$ cat config.mk
export PLATFORM = sky130hd
export DESIGN_NAME = multicycle_ctrl
export DESIGN_NICKNAME = d
export VERILOG_FILES = /design/src/rtl/multicycle_ctrl_pkg.sv /design/src/rtl/multicycle_ctrl_alu_decode.sv /design/src/rtl/multicycle_ctrl.sv
export SDC_FILE = /design/constraint.sdc
export NUM_CORES = 1
export LEC_CHECK = 0
export BUFFER_PORTS_ARGS = -buffer_cell sky130_fd_sc_hd__buf_2
export CORE_ASPECT_RATIO = 2
export CORE_MARGIN = 2
export CORE_UTILIZATION = 48
export CTS_CLUSTER_SIZE = 25
export DETAILED_ROUTE_END_ITERATION = 16
export GPL_TIMING_DRIVEN = 1
export PLACE_DENSITY = 0.8
export SETUP_SLACK_MARGIN = 0.5
export SYNTH_ARGS = -nofsm -noshare
export SYNTH_HDL_FRONTEND = slang
export SYNTH_HIERARCHICAL = 1
export SYNTH_SLANG_ARGS = --single-unit
$ cat constraint.sdc
create_clock -name clk -period 1.95 [get_ports clk]
set_input_delay 0.39 -clock clk [delete_from_list [all_inputs] [get_ports clk]]
set_output_delay 0.39 -clock clk [all_outputs]
set_load 0.005 [all_outputs]
$ cat src/rtl/multicycle_ctrl_pkg.sv
// Shared encodings for the multicycle MIPS-subset controller: FSM states,
// opcode/funct values, ALU operation codes and PC source selects.
package multicycle_ctrl_pkg;

  localparam int unsigned INSTR_W  = 32;
  localparam int unsigned STATE_W  = 3;
  localparam int unsigned OP_W     = 6;
  localparam int unsigned FUNCT_W  = 6;
  localparam int unsigned REG_W    = 5;
  localparam int unsigned IMM_W    = 16;
  localparam int unsigned ALUCTR_W = 4;
  localparam int unsigned PCSRC_W  = 2;

  localparam logic [STATE_W-1:0] S_FETCH  = 3'd0;
  localparam logic [STATE_W-1:0] S_DECODE = 3'd1;
  localparam logic [STATE_W-1:0] S_EXEC   = 3'd2;
  localparam logic [STATE_W-1:0] S_MEM    = 3'd3;
  localparam logic [STATE_W-1:0] S_WB     = 3'd4;

  localparam logic [OP_W-1:0] OP_RTYPE = 6'h00;
  localparam logic [OP_W-1:0] OP_J     = 6'h02;
  localparam logic [OP_W-1:0] OP_BEQ   = 6'h04;
  localparam logic [OP_W-1:0] OP_ADDI  = 6'h08;
  localparam logic [OP_W-1:0] OP_ORI   = 6'h0D;
  localparam logic [OP_W-1:0] OP_LW    = 6'h23;
  localparam logic [OP_W-1:0] OP_SW    = 6'h2B;

  localparam logic [FUNCT_W-1:0] FN_ADD = 6'h20;
  localparam logic [FUNCT_W-1:0] FN_SUB = 6'h22;
  localparam logic [FUNCT_W-1:0] FN_AND = 6'h24;
  localparam logic [FUNCT_W-1:0] FN_OR  = 6'h25;
  localparam logic [FUNCT_W-1:0] FN_SLT = 6'h2A;

  localparam logic [ALUCTR_W-1:0] ALU_AND = 4'b0000;
  localparam logic [ALUCTR_W-1:0] ALU_OR  = 4'b0001;
  localparam logic [ALUCTR_W-1:0] ALU_ADD = 4'b0010;
  localparam logic [ALUCTR_W-1:0] ALU_SUB = 4'b0110;
  localparam logic [ALUCTR_W-1:0] ALU_SLT = 4'b0111;

  localparam logic [PCSRC_W-1:0] PC_SEQ = 2'b00;
  localparam logic [PCSRC_W-1:0] PC_BR  = 2'b01;
  localparam logic [PCSRC_W-1:0] PC_JMP = 2'b10;

  // Field view of a latched instruction word.
  typedef struct packed {
    logic [OP_W-1:0]    op;
    logic [REG_W-1:0]   rs;
    logic [REG_W-1:0]   rt;
    logic [REG_W-1:0]   rd;
    logic [REG_W-1:0]   shamt;
    logic [FUNCT_W-1:0] funct;
  } instr_t;

endpackage

$ cat src/rtl/multicycle_ctrl_alu_decode.sv
// Maps {opcode, funct} to the ALU operation and flags anything outside the
// supported instruction subset as illegal.
module alu_decode
  import multicycle_ctrl_pkg::*;
(
  input  logic [OP_W-1:0]     opcode,
  input  logic [FUNCT_W-1:0]  funct,
  output logic [ALUCTR_W-1:0] aluctr_c,
  output logic                illegal_c
);

  always_comb begin
    aluctr_c  = ALU_AND;
    illegal_c = 1'b0;
    unique case (opcode)
      OP_RTYPE: begin
        unique case (funct)
          FN_ADD:  aluctr_c = ALU_ADD;
          FN_SUB:  aluctr_c = ALU_SUB;
          FN_AND:  aluctr_c = ALU_AND;
          FN_OR:   aluctr_c = ALU_OR;
          FN_SLT:  aluctr_c = ALU_SLT;
          default: illegal_c = 1'b1;
        endcase
      end
      OP_LW, OP_SW, OP_ADDI: aluctr_c = ALU_ADD;
      OP_ORI:                aluctr_c = ALU_OR;
      OP_BEQ:                aluctr_c = ALU_SUB;
      OP_J:                  aluctr_c = ALU_AND;
      default:               illegal_c = 1'b1;
    endcase
  end

endmodule

$ cat src/rtl/multicycle_ctrl.sv
// Five-state multicycle controller: latches the instruction in FETCH and
// sequences datapath controls through DECODE/EXEC/MEM/WB.
module multicycle_ctrl
  import multicycle_ctrl_pkg::*;
(
  input  logic                clk,
  input  logic                reset,
  input  logic [INSTR_W-1:0]  instr,
  input  logic                zero,
  output logic [REG_W-1:0]    ra,
  output logic [REG_W-1:0]    rb,
  output logic [REG_W-1:0]    rd,
  output logic [IMM_W-1:0]    imm,
  output logic                RegDst,
  output logic                RegWr,
  output logic                ExtOp,
  output logic                ALUSrc,
  output logic                MemWr,
  output logic                MemtoReg,
  output logic [ALUCTR_W-1:0] ALUctr,
  output logic                IRWr,
  output logic                PCWr,
  output logic [PCSRC_W-1:0]  PCSrc,
  output logic [STATE_W-1:0]  state,
  output logic                illegal
);

  instr_t               ir;
  logic [STATE_W-1:0]   state_d;
  logic [ALUCTR_W-1:0]  dec_aluctr;
  logic                 dec_illegal;
  logic                 is_rtype, is_lw, is_sw, is_beq, is_j, is_addi, is_ori;
  logic                 alu_phase;

  alu_decode u_alu_decode (
    .opcode    (ir.op),
    .funct     (ir.funct),
    .aluctr_c  (dec_aluctr),
    .illegal_c (dec_illegal)
  );

  assign is_rtype = (ir.op == OP_RTYPE);
  assign is_lw    = (ir.op == OP_LW);
  assign is_sw    = (ir.op == OP_SW);
  assign is_beq   = (ir.op == OP_BEQ);
  assign is_j     = (ir.op == OP_J);
  assign is_addi  = (ir.op == OP_ADDI);
  assign is_ori   = (ir.op == OP_ORI);

  assign ra  = ir.rs;
  assign rb  = ir.rt;
  assign rd  = ir.rd;
  assign imm = {ir.rd, ir.shamt, ir.funct};

  // State and instruction register; reset wins over any pending transition.
  always_ff @(posedge clk) begin
    if (reset) begin
      state <= S_FETCH;
      ir    <= '0;
    end else begin
      state <= state_d;
      if (IRWr) ir <= instr_t'(instr);
    end
  end

  // ALU controls stay stable from EXEC through the end of the instruction.
  assign alu_phase = (state == S_EXEC) || (state == S_MEM) || (state == S_WB);

  always_comb begin
    state_d  = S_FETCH;
    RegDst   = 1'b0;
    RegWr    = 1'b0;
    ExtOp    = 1'b0;
    ALUSrc   = 1'b0;
    MemWr    = 1'b0;
    MemtoReg = 1'b0;
    ALUctr   = ALU_AND;
    IRWr     = 1'b0;
    PCWr     = 1'b0;
    PCSrc    = PC_SEQ;
    illegal  = 1'b0;

    if (alu_phase) begin
      ALUctr = dec_aluctr;
      ALUSrc = is_lw | is_sw | is_addi | is_ori;
      ExtOp  = is_lw | is_sw | is_addi | is_beq;
    end

    case (state)
      S_FETCH: begin
        IRWr    = 1'b1;
        state_d = S_DECODE;
      end
      S_DECODE: begin
        if (dec_illegal) begin
          illegal = 1'b1;
          PCWr    = 1'b1;
          PCSrc   = PC_SEQ;
          state_d = S_FETCH;
        end else begin
          state_d = S_EXEC;
        end
      end
      S_EXEC: begin
        if (is_lw || is_sw) begin
          state_d = S_MEM;
        end else if (is_beq) begin
          PCWr    = zero;
          PCSrc   = PC_BR;
          state_d = S_FETCH;
        end else if (is_j) begin
          PCWr    = 1'b1;
          PCSrc   = PC_JMP;
          state_d = S_FETCH;
        end else begin
          state_d = S_WB;
        end
      end
      S_MEM: begin
        if (is_lw) begin
          state_d = S_WB;
        end else begin
          MemWr   = is_sw;
          PCWr    = 1'b1;
          PCSrc   = PC_SEQ;
          state_d = S_FETCH;
        end
      end
      S_WB: begin
        RegWr    = 1'b1;
        PCWr     = 1'b1;
        PCSrc    = PC_SEQ;
        RegDst   = is_rtype;
        MemtoReg = is_lw;
        state_d  = S_FETCH;
      end
      default: state_d = S_FETCH;
    endcase

    // Hold every datapath control inactive while reset is asserted.
    if (reset) begin
      RegDst   = 1'b0;
      RegWr    = 1'b0;
      ExtOp    = 1'b0;
      ALUSrc   = 1'b0;
      MemWr    = 1'b0;
      MemtoReg = 1'b0;
      ALUctr   = ALU_AND;
      IRWr     = 1'b0;
      PCWr     = 1'b0;
      PCSrc    = PC_SEQ;
      illegal  = 1'b0;
    end
  end

endmodule
==> summary.txt, run 1 <==
Clock network
  – CTS Hold Bufs: 0
  – H-tree levels: 2
  – Root Driver: clkbuf_8
  – CTS tree: yes
  – Clk_lat worst skew: just under 0.3 ns
  – Clock transition at path regs: ~0.090 ns
  – Num Clock Sinks: 35
  – Total CTS buffers: 5
  – Clock tree buffer depth: 2

Logic synthesis
  – Avg Inst Size Synth: ~8 µm²
  – Syn Nets: approximately 290
  – Count leader, synth: nand2_1
  – Netlist cell types: between 40 and 50
  – Number of synthesized flops with an enable pin: 0
  – Syn Inst Count: about 260
  – Share of the synthesized area in the top cell type: 33.8%
  – Post-synth top cells: nand2_1, buf_4, dfxtp_1
  – Synth top area cells: dfxtp_1, buf_4, nand2b_1
  – Register bit total from synthesis: 35
  – Post-Syn Area: 0.00207 mm²
  – Sequential share of the synthesized area: about 34%
  – Cell taking the most area after synthesis: dfxtp_1
  – Primary FF master, synth: dfxtp_1
  – FFs w/ async S/R, synth: 0%
  – Synth Warn #: 6

STA
  – Fin. max-slew vios: 0
  – Fin crit share: 110%
  – Fin Clk Skew: roughly 0.011 ns
  – Minimum clock period: ~2.1 ns
  – Fmax: between 400 and 500 MHz
  – Final hold violations: 0
  – Final hold slack: a little under 0.3 ns
  – PnR worst setup slack: -0.191 ns
  – RSZ-0062 raised after global routing: yes
  – Setup Viol. Count Final: 8

Run
  – Max cap viols: 0

Route
  – DR WL/cell: 16.8 µm
  – Via density: between 5 and 6
  – # DRC: 0
  – Routed wire length: 6.71 mm
  – Post-DRT Antenna Nets: 0
  – Initial DRC Count: 45
  – Drt pass-1 iters: 4
  – Total number of vias: about 2,200

Global route
  – Vias in the first global route: approximately 1,900
  – Grt ovf: 0
  – Initial antenna violation count: 0
  – Tot GR Track Use: between 20% and 30%
  – First-pass GRT wire length: roughly 8.5 mm
  – Largest net degree at the start of global routing: 36

Finish
  – Share of cells above drive strength 1: roughly 62%
  – Synth-to-layout area growth: 55.2%
  – Number of fillers in the final layout: between 200 and 300
  – NumNets Final: around 380
  – Non-Filler Instances: 400
  – ANT cells: 0

Floorplan
  – # rows: 33
  – Initial Utilization: between 50% and 60%
  – Core area: between 0.004 and 0.005 mm²
  – Num ports: 84
  – Die height: 96.9 µm
  – Die area: ~0.0049 mm²
  – Die width: between 50 and 60 µm

Critical path
  – Req. time, crit path: roughly 1.6 ns
  – Critical path depth in cells: 6
  – Reg2Reg Depth: 7
  – WP data arrival: roughly 1.8 ns
  – CP cell instances: nand2b_1 > and3_4 > o221ai_2 > nor2_1 > o311ai_1 > buf_2
  – CP max stage delay: between 0.3 and 0.4 ns
  – End of the worst register-to-register path: state[1]
  – Max Fanout on Critical Path: 6
  – R2R Setup Slk: around 0.24 ns
  – Crit start category: flip-flop
  – Critical path buffer and inverter count: 1
  – Worst Path Class, Setup: flip-flop to output pin
  – FF-to-FF Start: ir[31]
  – Crit path max-delay family: simple AND/OR/NAND/NOR gates
  – Slowest stage cell, crit path: dfxtp_2
  – CP endpoint kind: output pin

Power and ir drop
  – Switching share of total power: between 30% and 40%
  – PD cells: around 780 mW/mm²
  – Sequential power share: a little over a third
  – Net Switching: slightly above 0.8 mW
  – Combinational fraction of design power: a little over a third
  – Internal power: ~1.7 mW
  – Clock network fraction of total power: a little over a quarter
  – Leak: about 1.5 nW
  – Peak VDD IR: between 0.6 and 0.7 mV

Hold path
  – Hold Path Class: primary input to flip-flop
  – Hold Path Depth: 3
  – Hold EP: rd[2]
  – Hold Crit Start: instr[13]

Placed design
  – Cell count after placement: around 360
  – Placer Congestion: 0.983
  – Input/output buffers: between 80 and 90
  – Hpwl dp: roughly 3.4 mm
  – Place WS: 0.0935 ns

Status
  – Status: finished, violations left
  – Failing checks: negative setup slack
## state kept, by name (all words and copies together) (netlist names)
name   cells
state      3
rb         5
ra         5
imm       11
rd         5
ir         6
## layout by cell type, fill, tap and decap left out, types with 2 or more instances in the layout
| cell type | n |
|---|---|
| clkbuf_8 | 5 |
| dfxtp_2 | 5 |
| o21ai_2 | 11 |
| o21ai_0 | 3 |
| nand2_4 | 4 |
| nor3_1 | 3 |
| buf_6 | 14 |
| nand3_1 | 2 |
| dfxtp_1 | 21 |
| dfxtp_4 | 9 |
| nor3_2 | 2 |
| nor4_4 | 4 |
| nand2b_1 | 33 |
| buf_4 | 24 |
| and2_1 | 5 |
| nor3b_2 | 4 |
| clkbuf_16 | 5 |
| nor2_1 | 6 |
| o21ai_1 | 19 |
| buf_2 | 80 |
| buf_8 | 5 |
| or4b_4 | 2 |
| nand2_1 | 16 |
| nor2b_1 | 3 |
| and3_4 | 2 |
| nand2_2 | 18 |
| buf_12 | 2 |
| xnor2_1 | 2 |
| a31oi_1 | 2 |
## area by class of cell
type	instances	area (µm²)	share of cell area (%)
tap	52	65.1	2.02
clock buffer	5	68.8	2.14
inverter	2	7.51	0.233
timing repair buffer	130	978	30.4
sequential	35	741	23.0
multi-input combinational	173	1310	40.7
clock inverter	3	47.5	1.48
## how the worst max path moves through the flow
stage                 from     end
global placement    ir[28]    PCWr
CTS                 imm[4]    PCWr
floorplan            reset  RegDst
global route        ir[29]    PCWr
finish              imm[1]    PCWr
detailed placement  ir[28]    PCWr
## routing by layer
metal  part of all wire, %  track usage, %  vias to the layer above
met5                     0               0                        -
met4                   5.5            13.3                        0
met3                   4.4            4.17                       29
met2                    54            35.5                       85
met1                    36            25.0                     1012
li1                      -               -                     1027
## worst min-delay path, cell delays in order
cell and delay (ns):
buf_2 0.07, nand2_1 0.05, o21ai_2 0.05
## cells by family (layout without fill, tap and decap cells)
group	after synthesis	count (layout)	synth area share, %
other cells	1	1	0.181
compound gates	50	50	14.7
buf+inv	51	140	16.2
simple gates	117	117	32.9
mux	1	1	0.483
flops	35	35	33.8
xor+xnor	3	3	1.27
fa+ha+maj	1	1	0.483
## per-stage QoR
step	total power [mW]	cell area, µm²	setup TNS [ns]	util, %
5_1_grt	2.61	3220	-1.28	77.9
3_5_place_dp	1.44	2380	0	57.7
3_3_place_gp	1.42	2380	0	57.7
2_1_floorplan	1.35	2180	0	-
6_report	2.49	3220	-0.680	77.9
4_1_cts	2.23	2760	-0.205	66.7
## power groups by stage
stage / clock, mW / combinational, mW / sequential (mW)
finish: 0.684 / 0.900 / 0.909
global route: 0.723 / 0.962 / 0.922
CTS: 0.692 / 0.628 / 0.907
detailed placement: 0 / 0.513 / 0.927
global placement: 0 / 0.500 / 0.920
floorplan: 0 / 0.448 / 0.905
## repair_timing
item	CTS	global route
resized for setup	37	70
setup buffers	16	12
endpoints found under the setup margin	15	48
pin swaps	11	11
gates cloned	0	9
No activity file was read; power rests on OpenSTA's default activity.
==> run 2: changes to the inputs <==
--- a/config.mk
+++ b/config.mk
@@ -8,11 +8,12 @@
 export BUFFER_PORTS_ARGS = -buffer_cell sky130_fd_sc_hd__buf_2
 export CORE_ASPECT_RATIO = 2
 export CORE_MARGIN = 2
-export CORE_UTILIZATION = 48
+export CORE_UTILIZATION = 52
 export CTS_CLUSTER_SIZE = 25
 export DETAILED_ROUTE_END_ITERATION = 16
 export GPL_TIMING_DRIVEN = 1
-export PLACE_DENSITY = 0.8
+export PLACE_DENSITY = 0.85
+export RECOVER_POWER = 100
 export SETUP_SLACK_MARGIN = 0.5
 export SYNTH_ARGS = -nofsm -noshare
 export SYNTH_HDL_FRONTEND = slang
==> constraint.sdc (replaced) <==
create_clock -name clk -period 2.48 [get_ports clk]
set_input_delay 0.496 -clock clk [delete_from_list [all_inputs] [get_ports clk]]
set_output_delay 0.496 -clock clk [all_outputs]
set_load 0.005 [all_outputs]
==> summary.txt, run 2 (same netlist as run 1, synthesis figures left out) <==
Status
  – Status: complete, no violations

Global route
  – Initial antenna violation count: 0 (unchanged)
  – Tot GR Track Use: 24.0% (+2.4 points)
  – First-pass GRT wire length: 8.54 mm (+0.82%)
  – Vias in the first global route: 1,899 (+0.32%)
  – Largest net degree at the start of global routing: 34 (-5.6%)
  – Grt ovf: 0 (unchanged)

Clock network
  – Clk_lat worst skew: 0.29 ns (about the same)
  – CTS Hold Bufs: 0 (unchanged)
  – Root Driver: clkbuf_8
  – H-tree levels: 2 (unchanged)
  – Clock transition at path regs: 0.08 ns (about the same)
  – Clock tree buffer depth: 2 (unchanged)
  – Num Clock Sinks: 35 (unchanged)
  – CTS tree: yes
  – Total CTS buffers: 5 (unchanged)

Critical path
  – CP max stage delay: 0.38 ns (+0.03 ns)
  – Crit start category: flip-flop
  – R2R Setup Slk: 0.54 ns (+0.30 ns)
  – Req. time, crit path: 1.98 ns (+0.42 ns)
  – Worst Path Class, Setup: flip-flop to output pin
  – WP data arrival: 1.78 ns (+0.03 ns)
  – CP cell instances: and4bb_2 > o211ai_1 > a2111oi_2 > and2_1 > buf_2
  – CP endpoint kind: output pin
  – Slowest stage cell, crit path: dfxtp_1
  – Max Fanout on Critical Path: 7 (+1)

Floorplan
  – Die width: 48.7 µm (-3.6%)
  – Num ports: 84 (unchanged)
  – Die height: 93.3 µm (-3.8%)
  – Core area: 0.00384 mm² (-6.9%)
  – # rows: 32 (-3.0%)
  – Die area: 0.00454 mm² (-7.2%)
  – Initial Utilization: 53.9% (+3.7 points)

Finish
  – NumNets Final: 374 (-2.1%)
  – Number of fillers in the final layout: 325 (+19%)
  – ANT cells: 0 (unchanged)
  – Synth-to-layout area growth: 34.7%
  – Commonest non-fill, non-tap cell in the layout: buf_2
  – Most frequent cells in the layout: buf_2, nand2_1, nand2b_1
  – Share of cells above drive strength 1: 43.8% (-19 points)
  – Max reg flops: 11 (unchanged)
  – Cell area after layout: 0.00279 mm² (-13%)

STA
  – Fin crit share: 91.7%
  – RSZ-0062 raised after global routing: yes
  – Fin Clk Skew: 0.00905 ns (-0.00197 ns)
  – PnR worst setup slack: 0.207 ns (+0.397 ns)
  – Rel. slew slack: between 60% and 70%
  – Fmax: approximately 440 MHz
  – Minimum clock period: around 2.3 ns
  – Setup TNS: 0 ns (+0.680 ns)
  – Worst Max-Slew Pin Slew: roughly 0.51 ns
  – Final hold violations: 0 (unchanged)
  – Setup Viol. Count Final: 0 (-8)
  – Fin. max-slew vios: 0 (unchanged)

Route
  – Drt pass-1 iters: 4 (unchanged)
  – Via density: 5.36 (-0.41%)
  – Initial DRC Count: 57 (+27%)
  – Total number of vias: 2,096 (-2.6%)
  – DR WL/cell: 15.8 µm (-5.7%)
  – Routed wire length: 6.19 mm (-7.8%)
  – # DRC: 0 (unchanged)
  – Post-DRT Antenna Nets: 0 (unchanged)

Placed design
  – Placed Area: 0.00227 mm² (-4.6%)
  – Place WS: 0.266 ns (+0.173 ns)
  – Hpwl dp: 3.22 mm (-6.3%)
  – Placer Congestion: 0.880 (-10%)
  – Input/output buffers: 82 (unchanged)

Power and ir drop
  – Leak: 1.24 nW (-15%)
  – Peak VDD IR: 0.557 mV (-17%)
  – PD cells: 611 mW/mm² (-21%)

Hold path
  – Hold Path Class: primary input to flip-flop

Run
  – Max cap viols: 0 (unchanged)
[run 2: cell count changes in the layout (fill, tap and decap cells not counted), sizes merged]
cell / previous run / this run
bufinv: 1 / 0
buf: 125 / 105
clkinv: 1 / 2
clkbuf: 10 / 23
clkinvlp: 0 / 1
inv: 3 / 1
[run 2: timing repair]
action                     4_1_cts  5_1_grt
setup endpoints to repair       13       12
cloned                           0        0
pin swaps                       10        9
buffers inserted                18       16
gates resized for setup         39       29
[run 2: through the flow]
| step | util (%) | total power, mW | hold WS [ns] | std cells |
|---|---|---|---|---|
| 2_1_floorplan | - | 1.04 | 0.443 | 259 |
| 3_3_place_gp | 59.1 | 1.08 | 0.450 | 349 |
| 3_5_place_dp | 59.1 | 1.10 | 0.455 | 349 |
| 4_1_cts | 68.2 | 1.63 | 0.397 | 375 |
| 5_1_grt | 72.7 | 1.79 | 0.409 | 391 |
| 6_report | 72.7 | 1.71 | 0.390 | 391 |
[run 2: worst max-delay path: cells and delay by family, from the launching register on]
family / cells / cell delay [ns]
AND/OR/NAND/NOR: 2 / 0.52
buffers and inverters: 1 / 0.10
flip-flops: 1 / 0.38
AO/OA/AOI/OAI: 2 / 0.49
[run 2: layout make-up]
| class | instances | area, µm² | area share [%] |
|---|---|---|---|
| clock buffer | 6 | 82.6 | 2.96 |
| tap | 51 | 63.8 | 2.28 |
| sequential | 35 | 721 | 25.8 |
| timing repair buffer | 122 | 721 | 25.8 |
| clock inverter | 2 | 16.3 | 0.582 |
| inverter | 2 | 7.51 | 0.269 |
| multi-input combinational | 173 | 1180 | 42.3 |
[run 2: report_power, final]
group          internal [mW]  switching, mW  total (mW)  leakage [nW]
Clock                  0.227          0.218       0.445        0.0474
Combinational          0.274          0.259       0.533         0.904
Sequential             0.637         0.0908       0.728         0.294
[run 2: path summary, 6_finish.rpt]
kind,depth (start not counted),start,end
max,5,imm[1],ALUctr[0]
min reg2reg,2,imm[7],imm[7]
min,3,instr[13],rd[2]
max reg2reg,4,state[1],imm[1]
[run 2: layer usage]
layer | up-vias | GRT usage [%] | share of wire (%)
met3 | 30 | 4.47 | 4.1
li1 | 1005 | - | -
met4 | 0 | 15.7 | 5.4
met2 | 85 | 44.4 | 56
met1 | 976 | 23.7 | 35
met5 | - | 0 | 0
